`src/rtl/brc_pkg.sv`:
```
// Shared types and constants for the serial branch comparator.
package brc_pkg;

    localparam int NIB_W = 4;

    typedef enum logic [1:0] {
        IDLE,
        SCAN,
        DONE
    } brc_state_e;

    function automatic int nib_count(input int width);
        return width / NIB_W;
    endfunction

endpackage

```
`src/rtl/brc_serial_nib_cmp.sv`:
```
// Combinational 4-bit unsigned compare used by the nibble-serial scan.
import brc_pkg::*;

module nib_cmp (
    input  logic [NIB_W-1:0] a,
    input  logic [NIB_W-1:0] b,
    output logic             eq,
    output logic             lt
);

    assign eq = (a == b);
    assign lt = (a < b);

endmodule

```
`src/rtl/brc_serial.sv`:
```
// Nibble-serial branch comparator, MSB first, with valid/ready on both sides.
// Define BRC_EARLY_EXIT_EN to leave the scan at the first differing nibble.
import brc_pkg::*;

module brc_serial #(
    parameter int WIDTH = 32
) (
    input  logic             i_clk,
    input  logic             i_reset,
    input  logic             i_valid,
    output logic             o_ready,
    input  logic [WIDTH-1:0] i_rs1_data,
    input  logic [WIDTH-1:0] i_rs2_data,
    input  logic             i_br_un,
    output logic             o_valid,
    input  logic             i_ready,
    output logic             o_br_equal,
    output logic             o_br_less
);

    localparam int NIBS  = nib_count(WIDTH);
    localparam int IDX_W = (NIBS > 1) ? $clog2(NIBS) : 1;
    localparam logic [IDX_W-1:0] IDX_TOP = IDX_W'(NIBS - 1);

    brc_state_e       state_q, state_d;
    logic [WIDTH-1:0] a_q, a_d, b_q, b_d;
    logic [IDX_W-1:0] idx_q, idx_d;
    logic             equal_q, equal_d;
    logic             less_q, less_d;
    logic             valid_q;
`ifndef BRC_EARLY_EXIT_EN
    logic             decided_q, decided_d;
`endif

    logic [WIDTH-1:0] bias;
    logic [NIB_W-1:0] a_nib, b_nib;
    logic             nib_eq, nib_lt;

    // Flipping the sign bit of both operands maps signed order onto unsigned order.
    assign bias  = {!i_br_un, {(WIDTH-1){1'b0}}};
    assign a_nib = a_q[idx_q*NIB_W +: NIB_W];
    assign b_nib = b_q[idx_q*NIB_W +: NIB_W];

    nib_cmp u_nib_cmp (
        .a  (a_nib),
        .b  (b_nib),
        .eq (nib_eq),
        .lt (nib_lt)
    );

    assign o_ready    = (state_q == IDLE) && !i_reset;
    assign o_valid    = valid_q;
    assign o_br_equal = equal_q;
    assign o_br_less  = less_q;

    always_comb begin
        state_d = state_q;
        a_d     = a_q;
        b_d     = b_q;
        idx_d   = idx_q;
        equal_d = equal_q;
        less_d  = less_q;
`ifndef BRC_EARLY_EXIT_EN
        decided_d = decided_q;
`endif
        case (state_q)
            IDLE: begin
                if (i_valid && o_ready) begin
                    a_d     = i_rs1_data ^ bias;
                    b_d     = i_rs2_data ^ bias;
                    idx_d   = IDX_TOP;
                    equal_d = 1'b0;
                    less_d  = 1'b0;
`ifndef BRC_EARLY_EXIT_EN
                    decided_d = 1'b0;
`endif
                    state_d = SCAN;
                end
            end
            SCAN: begin
`ifdef BRC_EARLY_EXIT_EN
                if (!nib_eq) begin
                    less_d  = nib_lt;
                    equal_d = 1'b0;
                    state_d = DONE;
                end else if (idx_q == '0) begin
                    equal_d = 1'b1;
                    less_d  = 1'b0;
                    state_d = DONE;
                end else begin
                    idx_d = idx_q - IDX_W'(1);
                end
`else
                // Only the most significant differing nibble decides the order.
                if (!decided_q && !nib_eq) begin
                    decided_d = 1'b1;
                    less_d    = nib_lt;
                end
                if (idx_q == '0) begin
                    equal_d = !decided_d;
                    state_d = DONE;
                end else begin
                    idx_d = idx_q - IDX_W'(1);
                end
`endif
            end
            DONE: begin
                if (i_ready) begin
                    state_d = IDLE;
                end
            end
            default: state_d = IDLE;
        endcase
    end

    always_ff @(posedge i_clk) begin
        if (i_reset) begin
            state_q <= IDLE;
            a_q     <= '0;
            b_q     <= '0;
            idx_q   <= IDX_TOP;
            equal_q <= 1'b0;
            less_q  <= 1'b0;
            valid_q <= 1'b0;
`ifndef BRC_EARLY_EXIT_EN
            decided_q <= 1'b0;
`endif
        end else begin
            state_q <= state_d;
            a_q     <= a_d;
            b_q     <= b_d;
            idx_q   <= idx_d;
            equal_q <= equal_d;
            less_q  <= less_d;
            valid_q <= (state_d == DONE);
`ifndef BRC_EARLY_EXIT_EN
            decided_q <= decided_d;
`endif
        end
    end

endmodule

```
`config.mk`:
```
export PLATFORM = sky130hd
export DESIGN_NAME = brc_serial
export DESIGN_NICKNAME = d
export VERILOG_FILES = /design/src/rtl/brc_pkg.sv /design/src/rtl/brc_serial_nib_cmp.sv /design/src/rtl/brc_serial.sv
export SDC_FILE = /design/constraint.sdc
export NUM_CORES = 1
export LEC_CHECK = 0
export ABC_AREA = 1
export BUFFER_PORTS_ARGS = -buffer_cell sky130_fd_sc_hd__buf_4
export CAP_MARGIN = 20
export CORE_ASPECT_RATIO = 0.75
export CORE_MARGIN = 4
export CORE_UTILIZATION = 45
export DETAILED_ROUTE_END_ITERATION = 7
export PLACE_DENSITY = 0.71
export SETUP_SLACK_MARGIN = 0.05
export SYNTH_ARGS = -nofsm -noshare
export SYNTH_HDL_FRONTEND = slang
export SYNTH_SLANG_ARGS = --single-unit
```
`constraint.sdc`:
```
create_clock -name i_clk -period 1.8 [get_ports i_clk]
set_input_delay 0.09 -clock i_clk [delete_from_list [all_inputs] [get_ports i_clk]]
set_output_delay 0.09 -clock i_clk [all_outputs]
set_load 0.03 [all_outputs]
```
Yosys cells after proc, flatten, opt, wreduce, memory -nomap -nowiden
Cells that the tools add are included.
- add/sub/neg operators: 1
- $lt $le $gt $ge: 1
- equality and inequality tests: 8
- shift-type cells: 2
- muxes and demuxes: 15
- bitwise gates (word level): 2
- reductions and logical operators: 16
- operator list (operator ; count):
    variable part select 32 x 6 -> 4 bit ; 2
    XOR 32 bit ; 2
    AND reduction 3 bit ; 3
    2-to-1 mux 2 bit ; 3
    2-to-1 mux 3 bit ; 2
    != test 2 bit (second input constant) ; 3
    one-hot mux 1 bit (2 select lines) ; 3
    one-hot mux 2 bit (3 select lines) ; 1
    one-hot mux 3 bit (2 select lines) ; 1
    logical NOT 1 bit ; 5
    2-to-1 mux 1 bit ; 5
    equality test 2 bit (second input constant) ; 2
    equality test 4 bit ; 1
    < comparator 4 bit ; 1
    AND reduction 2 bit ; 2
    logical AND 1 bit ; 3
    logical NOT 3 bit ; 1
    subtractor 3 x 1 -> 3 bit (second input constant) ; 1
    equality test 2 x 1 -> 1 bit (second input constant) ; 1
    logical NOT 2 bit ; 1
    != test 2 x 1 -> 1 bit (second input constant) ; 1
    nonzero test 2 bit ; 1
- register bits after elaboration: 73
- input port bits: 69
- logic and storage cells: 53

Longest topological paths before layout
- depth in word-level cells: 9
- depth in mapped cells: 17
- gate-level depth less buffers: 15

Modules after synthesis
Synthesis repeated with hierarchy kept, for this count alone.
- cells, all modules: 650
- area total of the unflattened synthesis: 3797.4 µm²
- modules (own cells, without submodules) (module ; times used ; cells each ; area an instance (µm²) ; seq. area each (µm²)):
    brc_serial ; 1 ; 630 ; 3679.8 ; 1461.4
    nib_cmp ; 1 ; 20 ; 117.6 ; 0.0

Least setup slack after synthesis
No wires, ideal clock.
- path kind: flip-flop to flip-flop
- from: register idx_q[0]
- to: register less_q (netlist: o_br_less)
- library setup time: 115 ps
- data arrival time: 1792 ps
- slack: -108 ps
- cell stages (with the launch flop): 15
- cells stage by stage: dfxtp_1 buf_2 clkbuf_1 a21oi_1 o21ai_0 nand2_1 nand2_1 nand2_1 ha_1 nand2_1 nor2_1 o21ai_0 nand3_1 nand2_1 nor2_1
- cells in the longest elaborated chain, start to end: 6
- ends and longest elaborated chain (what ; line ; RTL):
    from (decl) ; brc_serial.sv:27 ; logic [IDX_W-1:0] idx_q, idx_d;
    from (signal assigned) ; brc_serial.sv:132 ; idx_q <= idx_d;
    branches (longest 6 deep; another with < comparator 4 bit) ; -- ;
    to (signal assigned) ; brc_serial.sv:134 ; less_q <= less_d;
    to (decl) ; brc_serial.sv:29 ; logic less_q, less_d;
Parallel ways; which one is timed is not known. The select of a mux whose other input is x is not followed.
A chain may end at the register's enable or synchronous reset.

Worst setup path after layout
Ends and elaborated chain as after synthesis.

==> run_results.csv <==
group,metric,value,unit
drt,routed_wl,9.75,mm
setup_path,cp-start-kind,"register",
clocking,clk-insertion-delay-late,360,ps
setup_path,r2r_setup_slack,-120,ps
final_layout,final_net_count,613,
synth,syn_area_per_cell,7.26,um2
drt,detail_route.iter0.violations,242,
synth,synth_edf_count,0,
setup_path,worstSetupPathType,"register to register",
synth,netlist_top_cells_area,"dfxtp_1 (44%), a21oi_1 (14%), nand2_1 (8.5%), nand3_1 (7.3%), o21ai_0 (6.4%)",
final_layout,fill_cells,636,
final_layout,utilization,64.7,%
drt,drc_errors,0,
global_route,grt_use_total,22.1,%
synth,ys_types,22,
die,dieArea,8910,um2
power,p_per_area,913,nW/um2
setup_path,cp.required,2070,ps
synth,synthTopCellsByCount,"a21oi_1 (95), nand2_1 (76), dfxtp_1 (73), nand3_1 (49), o21ai_0 (43)",
setup_path,path_cells,"buf_8 -> o21ai_0 -> o21ai_0 -> nand2_1 -> nand2_1 -> ha_4 -> nand2_4 -> nor2_2 -> o21ai_2 -> nand3_1 -> nand2_1 -> nor2_1",
setup_path,cp_num_cells,12,
placed_design,dp_cells,610,
synth,ys_ff_latch,73,
clocking,clk_path_buf_depth,2,
setup_path,cpMaxStageDelayCell,"dfxtp_4",
setup_path,cp_num_buf_inv,1,
worst_hold_path,hp-class,"primary input to register",
clocking,clock_sinks,73,
clocking,cts_buffers,9,
placed_design,dp_hpwl,6.65,mm
timing,final_max_slew_viol_count,0,
die,num_rows,26,
drt,dr.pass1.iters,5,
run_status,violations,"negative hold slack, negative setup slack",
setup_path,max_stage_delay,460,ps
synth,synth_ff_type,"dfxtp_1",
setup_path,path_delay_family,"simple AND/OR/NAND/NOR gates",
synth,yosys_warnings,0,
global_route,antenna_found_initial,0,
worst_hold_path,holdPathStages,3,
final_layout,drive_gt1_share,26.0,%
final_layout,stdcell_count,641,
timing,hold_violations,2,
die,start_util,47.7,%
timing,finalCriticalPeriod,1920,ps
synth,yosysSeqAreaShare,43.6,%
timing,skew,9.87,ps
timing,grt_setup_unrepaired,"yes",
setup_path,rr_worst_depth,12,
clocking,cts-root-buf,"clkbuf_8",
drt,vias,3421,
setup_path,end_kind,"register",
placed_design,dp_slack,-128,ps
timing,tightest_slew,348,ps
global_route,grt_pass1_vias,3014,
die,ioPinCount,73,
placed_design,portBuffers,72,
synth,yosys.area.top_type,"dfxtp_1",
synth,yosysMostFrequentCell,"a21oi_1",
clocking,clk_pin_slew,80,ps
setup_path,crit_fanout,8,
synth,synthesis.nets,537,
job,max-cap-violations,0,
drt,ant_nets,0,
setup_path,cp_common_cell,"nand2_1",
power,ir_drop,0.501,mV
die,dieWidth,108,um
clocking,cts_setup_buffers,0,
timing,fmax,522,MHz
timing,setup_ws,-117,ps
clocking,ctsHtreeMaxLevel,3,
die,die_h,82.8,um
clocking,cts_tree,"yes",
placed_design,place_congestion,0.944,
synth,netlist_instances,462,
run_status,status,"complete, but fails checks",
timing,setup_viol,2,
global_route,grt_overflow_total,0,
power,leakage,1.85,nW
synth,async_flop_share,0,%
timing,min_period_over_period,106,%
final_layout,area_growth,35.5,%
global_route,grt_pass1_wl,15.0,mm
synth,synth.top_cell.area_share,43.6,%
timing,whs,-1.80,ps
setup_path,cp.arrival,2180,ps
synth,syn_area,3350,um2
drt,vias_per_cell,5.34,
final_layout,insertedDiodeCount,0,
global_route,grt_max_degree,49,
drt,wl_per_cell,15.2,um
die,core,7030,um2
timing,slew_headroom,76.8,%
what timing repair did:
item / in CTS / in global routing
hold buffers: 9 / 3
pin swaps: 2 / 9
resized for setup: 14 / 34
endpoints found under the hold margin: 13 / 3
setup endpoints to repair: 3 / 3
gates cloned: 0 / 3
tightest hold or removal path, cell delays in order:
cell     delay (ps)
buf_4            80
o21ai_1          60
a21oi_1         100
logic make-up after synthesis:
kind of cell / count (synthesis) / share of synthesized area, %
AO/OA/AOI/OAI: 163 / 24.7
buffers and inverters: 77 / 10.2
flip-flops: 73 / 43.6
XOR/XNOR: 2 / 0.522
AND/OR/NAND/NOR: 141 / 18.8
adder cells (fa/ha/maj): 6 / 2.24
power breakdown:
part | total (mW) | internal, mW | leakage [nW] | switching [mW]
logic | 0.916 | 0.426 | 1.15 | 0.490
registers | 1.78 | 1.71 | 0.598 | 0.0651
clock network | 1.46 | 0.791 | 0.106 | 0.665
total | 4.15 | 2.93 | 1.85 | 1.22
sequential cells by signal (all words and copies together) (netlist names):
name,cells
a_q,32
b_q,32
idx_q,3
state_q,2
decided_q,1
o_br_equal,1
o_br_less,1
o_valid,1
through the flow:
step	power (mW)	TNS (ps)	hold slack, ps	cell area (um2)
finish	4.15	-137	-1.80	4540
global route	4.35	-318	0.892	4540
CTS	3.99	-7.28	0.119	4330
detailed placement	2.51	-267	364	3980
global placement	2.49	-184	354	3980
floorplan	2.27	0	250	3410
metal layers:
| layer | share of wire, % | GRT usage, % | up-vias |
|---|---|---|---|
| met5 | 0 | 0 | - |
| met4 | 1.3 | 6.31 | 0 |
| met3 | 9.4 | 6.26 | 16 |
| met2 | 41 | 29.9 | 145 |
| met1 | 49 | 33.5 | 1549 |
| li1 | - | - | 1711 |
cells in the final DEF (no fill, tap or decap), types with 2 or more instances in the layout:
cell and n:
a21oi_1 89, buf_4 81, dfxtp_1 71, nand2_1 67, nand3_1 49, o21ai_1 37
inv_1 36, o21ai_0 23, dlygate4sd3_1 12, clkbuf_8 9, nand2_2 8, nor2_1 7
a21oi_2 6, o211ai_1 5, ha_4 4, inv_6 3, inv_2 3, o21ai_2 3
nor2_2 3, clkbuf_16 3, buf_12 3, nor3_4 2, xnor2_1 2, nand2_4 2
ha_1 2, clkinvlp_4 2, bufinv_16 2
final timing paths:
kind	start	end
worst max-delay path	idx_q[0]	o_br_less
worst min-delay path	i_rs1_data[11]	a_q[11]
worst max register to register	idx_q[0]	o_br_less
worst min register to register	b_q[31]	b_q[31]
final cells by class:
type / instances / area (um2) / area share, %
flip-flops and latches: 73 / 1470 / 32.3
clock inverters: 7 / 101 / 2.23
inverters: 41 / 160 / 3.52
clock buffers: 9 / 124 / 2.73
multi-input cells: 312 / 1680 / 37.0
repair buffers: 101 / 890 / 19.6
well taps: 98 / 123 / 2.70
Note: power is estimated with default switching activity, not from simulation.
